### config.mk
export PLATFORM = sky130hd
export DESIGN_NAME = multicycle_control_unit
export DESIGN_NICKNAME = d
export VERILOG_FILES = /design/src/rtl/multicycle_control_unit.sv
export SDC_FILE = /design/constraint.sdc
export NUM_CORES = 1
export LEC_CHECK = 0
export BUFFER_PORTS_ARGS = -buffer_cell sky130_fd_sc_hd__buf_2
export CAP_MARGIN = 20
export CELL_PAD_IN_SITES_DETAIL_PLACEMENT = 0
export CELL_PAD_IN_SITES_GLOBAL_PLACEMENT = 1
export CORE_MARGIN = 5
export CORE_UTILIZATION = 35
export CTS_BUF_LIST = sky130_fd_sc_hd__clkbuf_16
export CTS_CLUSTER_DIAMETER = 100
export DETAILED_ROUTE_END_ITERATION = 10
export HOLD_SLACK_MARGIN = 0.05
export PLACE_DENSITY_LB_ADDON = 0.1
export SLEW_MARGIN = 30
export SYNTH_ARGS = -nofsm -noshare
export SYNTH_HDL_FRONTEND = slang
export SYNTH_SLANG_ARGS = --single-unit
export TNS_END_PERCENT = 5
### constraint.sdc
create_clock -name clk -period 4.55 [get_ports clk]
set_input_delay 0.91 -clock clk [delete_from_list [all_inputs] [get_ports clk]]
set_output_delay 0.91 -clock clk [all_outputs]
set_load 0.1 [all_outputs]
### src/rtl/multicycle_control_unit.sv
// Multicycle MIPS-subset control unit: Moore FSM sequencing fetch/decode/execute
// phases, plus combinational ALU-operation decode and PC write enable.
module multicycle_control_unit (
  input  logic       clk,
  input  logic       rst,
  input  logic       ZERO,
  input  logic [5:0] opcode,
  input  logic [5:0] func,
  output logic       pc_cntrl_out,
  output logic       IR_write,
  output logic       reg_dst,
  output logic       jal_reg,
  output logic       pc_to_reg,
  output logic       mem_to_reg,
  output logic       reg_write,
  output logic       alu_src_A,
  output logic [1:0] alu_src_B,
  output logic [1:0] pc_src,
  output logic       I_or_D,
  output logic       mem_write,
  output logic       mem_read,
  output logic [2:0] alu_op
);

  localparam logic [5:0] OP_RTYPE = 6'b000000;
  localparam logic [5:0] OP_LW    = 6'b100011;
  localparam logic [5:0] OP_SW    = 6'b101011;
  localparam logic [5:0] OP_BEQ   = 6'b000100;
  localparam logic [5:0] OP_BNE   = 6'b000101;
  localparam logic [5:0] OP_J     = 6'b000010;
  localparam logic [5:0] OP_JAL   = 6'b000011;
  localparam logic [5:0] OP_ADDI  = 6'b001000;
  localparam logic [5:0] OP_ANDI  = 6'b001100;

  localparam logic [5:0] FN_ADD = 6'b100000;
  localparam logic [5:0] FN_SUB = 6'b100010;
  localparam logic [5:0] FN_AND = 6'b100100;
  localparam logic [5:0] FN_OR  = 6'b100101;
  localparam logic [5:0] FN_SLT = 6'b101010;
  localparam logic [5:0] FN_JR  = 6'b001000;

  localparam logic [2:0] ALU_AND = 3'b000;
  localparam logic [2:0] ALU_OR  = 3'b001;
  localparam logic [2:0] ALU_ADD = 3'b010;
  localparam logic [2:0] ALU_SUB = 3'b110;
  localparam logic [2:0] ALU_SLT = 3'b111;

  typedef enum logic [3:0] {
    S_IF          = 4'b0000,
    S_ID          = 4'b0001,
    S_BRANCH      = 4'b0010,
    S_JUMP        = 4'b0011,
    S_RTYPE_EXEC  = 4'b0100,
    S_RTYPE_COMP  = 4'b0101,
    S_MEM_REF     = 4'b0110,
    S_LW_READ     = 4'b0111,
    S_LW_COMP     = 4'b1000,
    S_SW          = 4'b1001,
    S_JAL         = 4'b1010,
    S_JR          = 4'b1011,
    S_IMM_EXEC    = 4'b1100,
    S_IMM_COMP    = 4'b1101,
    S_UNUSED_E    = 4'b1110,
    S_UNUSED_F    = 4'b1111
  } state_t;

  typedef enum logic [1:0] {
    CLS_MEM = 2'b00,
    CLS_BR  = 2'b01,
    CLS_R   = 2'b10,
    CLS_J   = 2'b11
  } alu_class_t;

  state_t     state, state_next;
  alu_class_t alu_class;
  logic       has_class;
  logic       pc_write, pc_write_cond, z;
  logic [5:0] eff_func;

  always_ff @(posedge clk) begin
    if (rst) state <= S_IF;
    else     state <= state_next;
  end

  always_comb begin
    state_next    = S_IF;
    IR_write      = 1'b0;
    reg_dst       = 1'b0;
    jal_reg       = 1'b0;
    pc_to_reg     = 1'b0;
    mem_to_reg    = 1'b0;
    reg_write     = 1'b0;
    alu_src_A     = 1'b0;
    alu_src_B     = 2'b00;
    pc_src        = 2'b00;
    I_or_D        = 1'b0;
    mem_write     = 1'b0;
    mem_read      = 1'b0;
    pc_write      = 1'b0;
    pc_write_cond = 1'b0;
    alu_class     = CLS_MEM;
    has_class     = 1'b0;
    case (state)
      S_IF: begin
        mem_read   = 1'b1;
        IR_write   = 1'b1;
        alu_src_B  = 2'b01;
        pc_write   = 1'b1;
        has_class  = 1'b1;
        state_next = S_ID;
      end
      S_ID: begin
        alu_src_B = 2'b11;
        has_class = 1'b1;
        case (opcode)
          OP_BEQ, OP_BNE:   state_next = S_BRANCH;
          OP_J:             state_next = S_JUMP;
          OP_JAL:           state_next = S_JAL;
          OP_RTYPE:         state_next = (func == FN_JR) ? S_JR : S_RTYPE_EXEC;
          OP_LW, OP_SW:     state_next = S_MEM_REF;
          OP_ADDI, OP_ANDI: state_next = S_IMM_EXEC;
          default:          state_next = S_IF;
        endcase
      end
      S_BRANCH: begin
        alu_src_A     = 1'b1;
        pc_src        = 2'b11;
        pc_write_cond = 1'b1;
        alu_class     = CLS_BR;
        has_class     = 1'b1;
      end
      S_JUMP: begin
        pc_write  = 1'b1;
        pc_src    = 2'b01;
        alu_class = CLS_J;
        has_class = 1'b1;
      end
      S_RTYPE_EXEC: begin
        alu_src_A  = 1'b1;
        alu_class  = CLS_R;
        has_class  = 1'b1;
        state_next = S_RTYPE_COMP;
      end
      S_RTYPE_COMP: begin
        reg_dst   = 1'b1;
        reg_write = 1'b1;
      end
      S_MEM_REF: begin
        alu_src_A = 1'b1;
        alu_src_B = 2'b10;
        has_class = 1'b1;
        if (opcode == OP_LW)      state_next = S_LW_READ;
        else if (opcode == OP_SW) state_next = S_SW;
      end
      S_LW_READ: begin
        mem_read   = 1'b1;
        I_or_D     = 1'b1;
        state_next = S_LW_COMP;
      end
      S_LW_COMP: begin
        mem_to_reg = 1'b1;
        reg_write  = 1'b1;
      end
      S_SW: begin
        mem_write = 1'b1;
        I_or_D    = 1'b1;
      end
      S_JAL: begin
        reg_dst   = 1'b1;
        jal_reg   = 1'b1;
        pc_to_reg = 1'b1;
        reg_write = 1'b1;
        pc_src    = 2'b01;
        pc_write  = 1'b1;
      end
      S_JR: begin
        pc_write = 1'b1;
        pc_src   = 2'b10;
      end
      S_IMM_EXEC: begin
        alu_src_A  = 1'b1;
        alu_src_B  = 2'b10;
        alu_class  = CLS_R;
        has_class  = 1'b1;
        state_next = S_IMM_COMP;
      end
      S_IMM_COMP: reg_write = 1'b1;
      default: state_next = S_IF;
    endcase
  end

  // Immediate ops reuse the R-class decode by substituting an equivalent func.
  always_comb begin
    eff_func = func;
    if (opcode == OP_ANDI)      eff_func = FN_AND;
    else if (opcode == OP_ADDI) eff_func = FN_ADD;
  end

  always_comb begin
    alu_op = ALU_ADD;
    if (has_class) begin
      case (alu_class)
        CLS_BR: alu_op = ALU_SUB;
        CLS_R: begin
          case (eff_func)
            FN_SUB:  alu_op = ALU_SUB;
            FN_AND:  alu_op = ALU_AND;
            FN_OR:   alu_op = ALU_OR;
            FN_SLT:  alu_op = ALU_SLT;
            default: alu_op = ALU_ADD;
          endcase
        end
        default: alu_op = ALU_ADD;
      endcase
    end
  end

  assign z            = (opcode == OP_BNE) ? ~ZERO : ZERO;
  assign pc_cntrl_out = pc_write | (pc_write_cond & z);

endmodule

==> results of run 1 <==
-- per-layer routing --
layer,global-route usage,up-vias
li1,-,494
met1,0.188,416
met2,0.189,20
met3,0.0178,2
met4,0.0397,0
met5,0,-
-- metrics by stage --
| step | area, um^2 | utilization | total power, uW | hold WS [ns] |
|---|---|---|---|---|
| final | 1020 | 0.460 | 240 | 0.886 |
| after global routing | 1020 | 0.460 | 248 | 0.958 |
| after CTS | 1020 | 0.460 | 242 | 0.874 |
| after detailed placement | 942 | 0.426 | 104 | 0.878 |
| after global placement | 942 | 0.426 | 104 | 0.881 |
| after floorplan | 810 | - | 89.8 | 0.727 |
-- cell families (layout without fill, tap and decap cells) --
group	after synthesis	in the layout	share of synthesized area
fa+ha+maj	2	2	0.0309
xor+xnor	3	3	0.0325
buf+inv	17	39	0.0958
flops	4	4	0.0989
simple gates	59	59	0.423
compound gates	36	36	0.318
-- cell usage in the layout (no fill, tap or decap), drive strengths merged, types with 4 or more instances in the layout --
master  instances
buf            32
nand2b         11
nor2            9
a21oi           8
nor2b           6
nand2           6
o21ai           6
nor4            4
inv             4
nor3b           4
dfxtp           4
-- critical path, delay by kind of cell (launching register included) --
kind            cells  cell delay [ns]
simple gates        3             0.56
compound gates      2             0.50
fa+ha+maj           1             0.28
flops               1             0.70
buf+inv             1             0.42
-- how the worst min path moves through the flow --
| stage | start | slack [ns] | to |
|---|---|---|---|
| detailed placement | state[2] | 0.88 | state[3] |
| CTS | state[2] | 0.87 | state[3] |
| floorplan | state[1] | 0.73 | state[0] |
| finish | state[2] | 0.89 | state[3] |
| global route | state[2] | 0.96 | state[3] |
| global placement | state[2] | 0.88 | state[3] |
-- final cells by class --
type / count / area share
clock buffer: 3 / 0.0738
inverter: 4 / 0.0148
multi-input combinational: 100 / 0.641
sequential: 4 / 0.0787
tap: 28 / 0.0344
timing repair buffer: 32 / 0.157
-- where the power goes --
part	switching [uW]	internal (uW)
sequential	3.79	36.2
clock	24.5	112
combinational	45.2	18.4
total	73.5	167
==> qor.yml, run 1 <==
cts:
  worstSkewPairLatency_ns: 0.22
  cts-buffers-inserted: 3
  postCtsHoldBufs: 0
  post_cts_buffers: 0
  cts_tree: "built"
  cts_root_buffer: "clkbuf_16"
  cts_resized: 0
  clock_path_buffers: 2
  clkTransAtPathRegs_ns: 0.03
  cts_sinks: 4
  ctsHtreeMaxLevel: 1
placed_design:
  io_buffers: 32
  gp_congestion: 0.777
  place_ws_ns: 1.21
  hpwlAfterDp_mm: 1.61
  placedCellCount: 168
synth:
  synth-edff-count: 0
  synthTopCellsByCount: "11 x nand2b_1, 9 x nor2_1, 8 x a21oi_1"
  syn_nets: 138
  synth_warnings: 0
  ys_ff_latch: 4
  synth.cell_area_um2: 810
  synth_area_leader_cell: "dfxtp_1"
  synth_ff_type: "dfxtp_1"
  yosysMostFrequentCell: "nand2b_1"
  synthDistinctLibCells: 44
  syn_avg_cell_area_um2: 6.69
  yosysSeqAreaShare: 0.0989
  synth.top_cells.by_area: "dfxtp_1 9.9%, nand2b_1 8.5%, a21oi_1 4.9%, nor2b_1 4.6%, buf_2 4.3%"
  netlist.area_leader.share: 0.0989
  synth_cells: 121
  synth-async-reset-ratio: 0
floorplan:
  die_h_um: 58.1
  dieArea_mm2: 0.00337
  start_util: 0.366
  rows: 17
  design.core.area_mm2: 0.00221
  io_pins: 33
  die_x_um: 58.1
layout:
  fillers: 233
  finalNonFillerCells: 171
  regMostFlops: "state"
  multi_input_area_um2: 652
  register_area_um2: 80.1
  biggestRegsByFlops: "state (4)"
  area_growth_pct: 25.7
  largest_register_ffs: 4
  diodes: 0
  drive_gt1_frac: 0.273
  nNetsFinal: 162
route:
  drtIter0Drc: 34
  wl_met3_um: 103
  drtPass1Iterations: 4
  remaining_drc_errors: 0
  top_layer: "met4"
  m1WireLength_mm: 1.06
  met2WireLength_um: 999
  drt.antenna.violating_nets: 0
  wirelength_mm: 2.18
  routedWlPerCell_um: 12.8
  via_per_inst: 5.45
  num_vias: 932
timing:
  finalCritPeriodShare: 0.787
  setup_viol: 0
  slew_viol_final: 0
  fin_crit_ns: 3.58
  max_freq_ghz: 0.279
  rsz0062_at_grt: "false"
  tightestPinTransition_ns: 0.656
  setup_ws_ns: 0.969
  hold_viol: 0
  fin_setup_tns_ns: 0
  finalClockSkew_ns: 0.00204
  slew-limit-headroom: 0.562
setup_path:
  crit_path_end_kind: "primary output"
  crit_path_start: "state[2]"
  startpoint_type: "flip-flop"
  endpoint: "alu_op[0]"
  worstPathMaxFanout: 20
  r2r_cells: 5
  crit_slowest_cell: "dfxtp_1"
  cp_cell_sequence: "nor2_1, and2_1, a22oi_1, ha_1, a221oi_1, and3_1, buf_2"
  critPathKind: "flip-flop to primary output"
  r2r_end: "state[1]"
  required_ns: 3.64
  r2r_setup_slack_ns: 2.70
  timing.rr.start: "state[1]"
  arrival_ns: 2.67
  worst_path_largest_cell_delay_ns: 0.70
flow_run:
  drv_cap: 0
pwr:
  p_leak_uw: 0.000432
  ir_drop_mv: 0.257
  p_per_area_mw_per_mm2: 236
global_routing:
  grt_antenna_before_repair: 0
  track_usage: 0.128
  grt_pass1_wl_mm: 3.51
  gr-total-overflow: 0
  grt_max_degree: 22
  grt_pass1_vias: 816
status:
  status: "finished clean"
hold_path:
  min_path_type: "flip-flop to flip-flop"
  hold_depth: 2
(Power assumes the default switching activity.)
==> inputs of run 2 (changes only) <==
- CORE_UTILIZATION: 35 -> 29
- clock period: 4.55 -> 2.95 ns (I/O delays scaled with it)
==> run 2 against run 1 <==
Effect of this change: clock-buffer cell count did not move; worst hold slack got worse by 0.21 ns; register-to-register slack got worse by 1.4 ns; combinational power up 65%; clock skew is 0.00099 ns lower; sequential cell count unchanged; die area rose by 17%; clock power up 53%; via count is 4.1% higher; critical endpoint is now alu_op[1]; largest power group unchanged.
==> qor.yml, run 2 (synthesized netlist as in run 1, its figures left out) <==
timing:
  slew-limit-headroom: 0.676
  max_freq_ghz: 0.376
  setup_viol: 0
  setup_ws_ns: 0.288
  rsz0062_at_grt: "false"
  tightestPinTransition_ns: 0.490
  hold_viol: 0
  slew_viol_final: 0
  hold_ws_ns: 0.674
  finalCritPeriodShare: 0.903
  finalClockSkew_ns: 0.00105
  fin_crit_ns: 2.66
global_routing:
  track_usage: 0.126
  grt_max_degree: 20
  grt_antenna_before_repair: 0
  grt_pass1_wl_mm: 4.26
  grt_pass1_vias: 970
  gr-total-overflow: 0
pwr:
  finalPower_uw: 372
  p_leak_uw: 0.000468
  ir_drop_mv: 0.572
  p_per_area_mw_per_mm2: 339
layout:
  largest_register_ffs: 4
  biggestRegsByFlops: "state (4)"
  fillers: 299
  drive_gt1_frac: 0.313
  postLayoutCoreUtil: 0.405
  final_common_cell: "buf_2"
  diodes: 0
  regMostFlops: "state"
  area_growth_pct: 35.7
  final_cell_mix: "30 x buf_2, 11 x nand2b_1, 9 x nor2_1"
  nNetsFinal: 166
  finalNonFillerCells: 178
setup_path:
  arrival_ns: 2.07
  cp_cell_sequence: "nor2_1, a22oi_1, inv_1, ha_1, and3_1, a31oi_1, nand3_1, buf_2"
  cp_top_family: "flip-flops"
  worst_path_largest_cell_delay_ns: 0.47
  crit_slowest_cell: "dfxtp_1"
  critPathKind: "flip-flop to primary output"
  worstPathMaxFanout: 8
  startpoint_type: "flip-flop"
  required_ns: 2.36
  crit_path_end_kind: "primary output"
  cp_num_buf_inv: 2
cts:
  cts-buffers-inserted: 3
  clkTransAtPathRegs_ns: 0.03
  cts_root_buffer: "clkbuf_16"
  cts_sinks: 4
  clock_path_buffers: 2
  worstSkewPairLatency_ns: 0.22
  ctsHtreeMaxLevel: 1
  cts_tree: "built"
status:
  status: "finished clean"
placed_design:
  gp_congestion: 0.726
  placedCellCount: 175
  hpwlAfterDp_mm: 1.82
  place_ws_ns: 0.322
  io_buffers: 32
route:
  top_layer: "met4"
  wirelength_mm: 2.33
  drtPass1Iterations: 4
  m1WireLength_mm: 1.07
  wl_met3_um: 123
  met2WireLength_mm: 1.11
  remaining_drc_errors: 0
  routedWlPerCell_um: 13.1
  drt.antenna.violating_nets: 0
  num_vias: 970
  drtIter0Drc: 53
  via_per_inst: 5.45
floorplan:
  die_h_um: 62.8
  start_util: 0.299
  design.core.area_mm2: 0.00271
  die_x_um: 62.8
  rows: 19
  dieArea_mm2: 0.00395
  io_pins: 33
flow_run:
  drv_cap: 0
hold_path:
  min_path_type: "flip-flop to flip-flop"
-- run 2: final timing paths --
kind	start	to	slack, ns	cells past startpoint
min	state[1]	state[2]	0.67	3
max reg2reg	state[1]	state[1]	1.32	6
max	state[0]	alu_op[1]	0.29	8
min reg2reg	state[1]	state[2]	0.67	3
-- run 2: cell type report --
type	count	area, um^2	area share
flip-flops and latches	4	80.1	0.0729
inverters	4	15.0	0.0137
repair buffers	36	220	0.200
well taps	31	38.8	0.0353
multi-input cells	100	669	0.609
clock buffers	3	75.1	0.0683
-- run 2: worst min-delay path, delay by kind of cell (launching register included) --
family          cells  cell delay (ns)
flops               1             0.35
compound gates      2             0.19
simple gates        1             0.09
-- run 2: repair_timing --
| action | CTS | global route |
|---|---|---|
| resized for setup | 0 | 1 |
| setup endpoints to repair | 0 | 1 |
| hold buffers | 0 | 0 |
| setup buffers | 0 | 0 |
-- run 2: report_power, final --
part / internal [uW] / switching [uW] / total, uW / leakage, uW
clock network: 173 / 36.3 / 209 / 0.0000370
registers: 55.8 / 2.68 / 58.5 / 0.0000325
logic: 30.2 / 74.5 / 105 / 0.000398
total: 259 / 113 / 372 / 0.000468
-- run 2: per-stage QoR --
step	TNS (ns)	area [um^2]
final	0	1100
after global routing	0	1100
after CTS	0	1090
after detailed placement	0	1020
after global placement	0	1020
after floorplan	-5.05	821
-- run 2: metal layers --
layer	up-vias	track usage
met5	-	0
met4	0	0.0398
met3	2	0.0270
met2	28	0.214
met1	438	0.158
li1	502	-
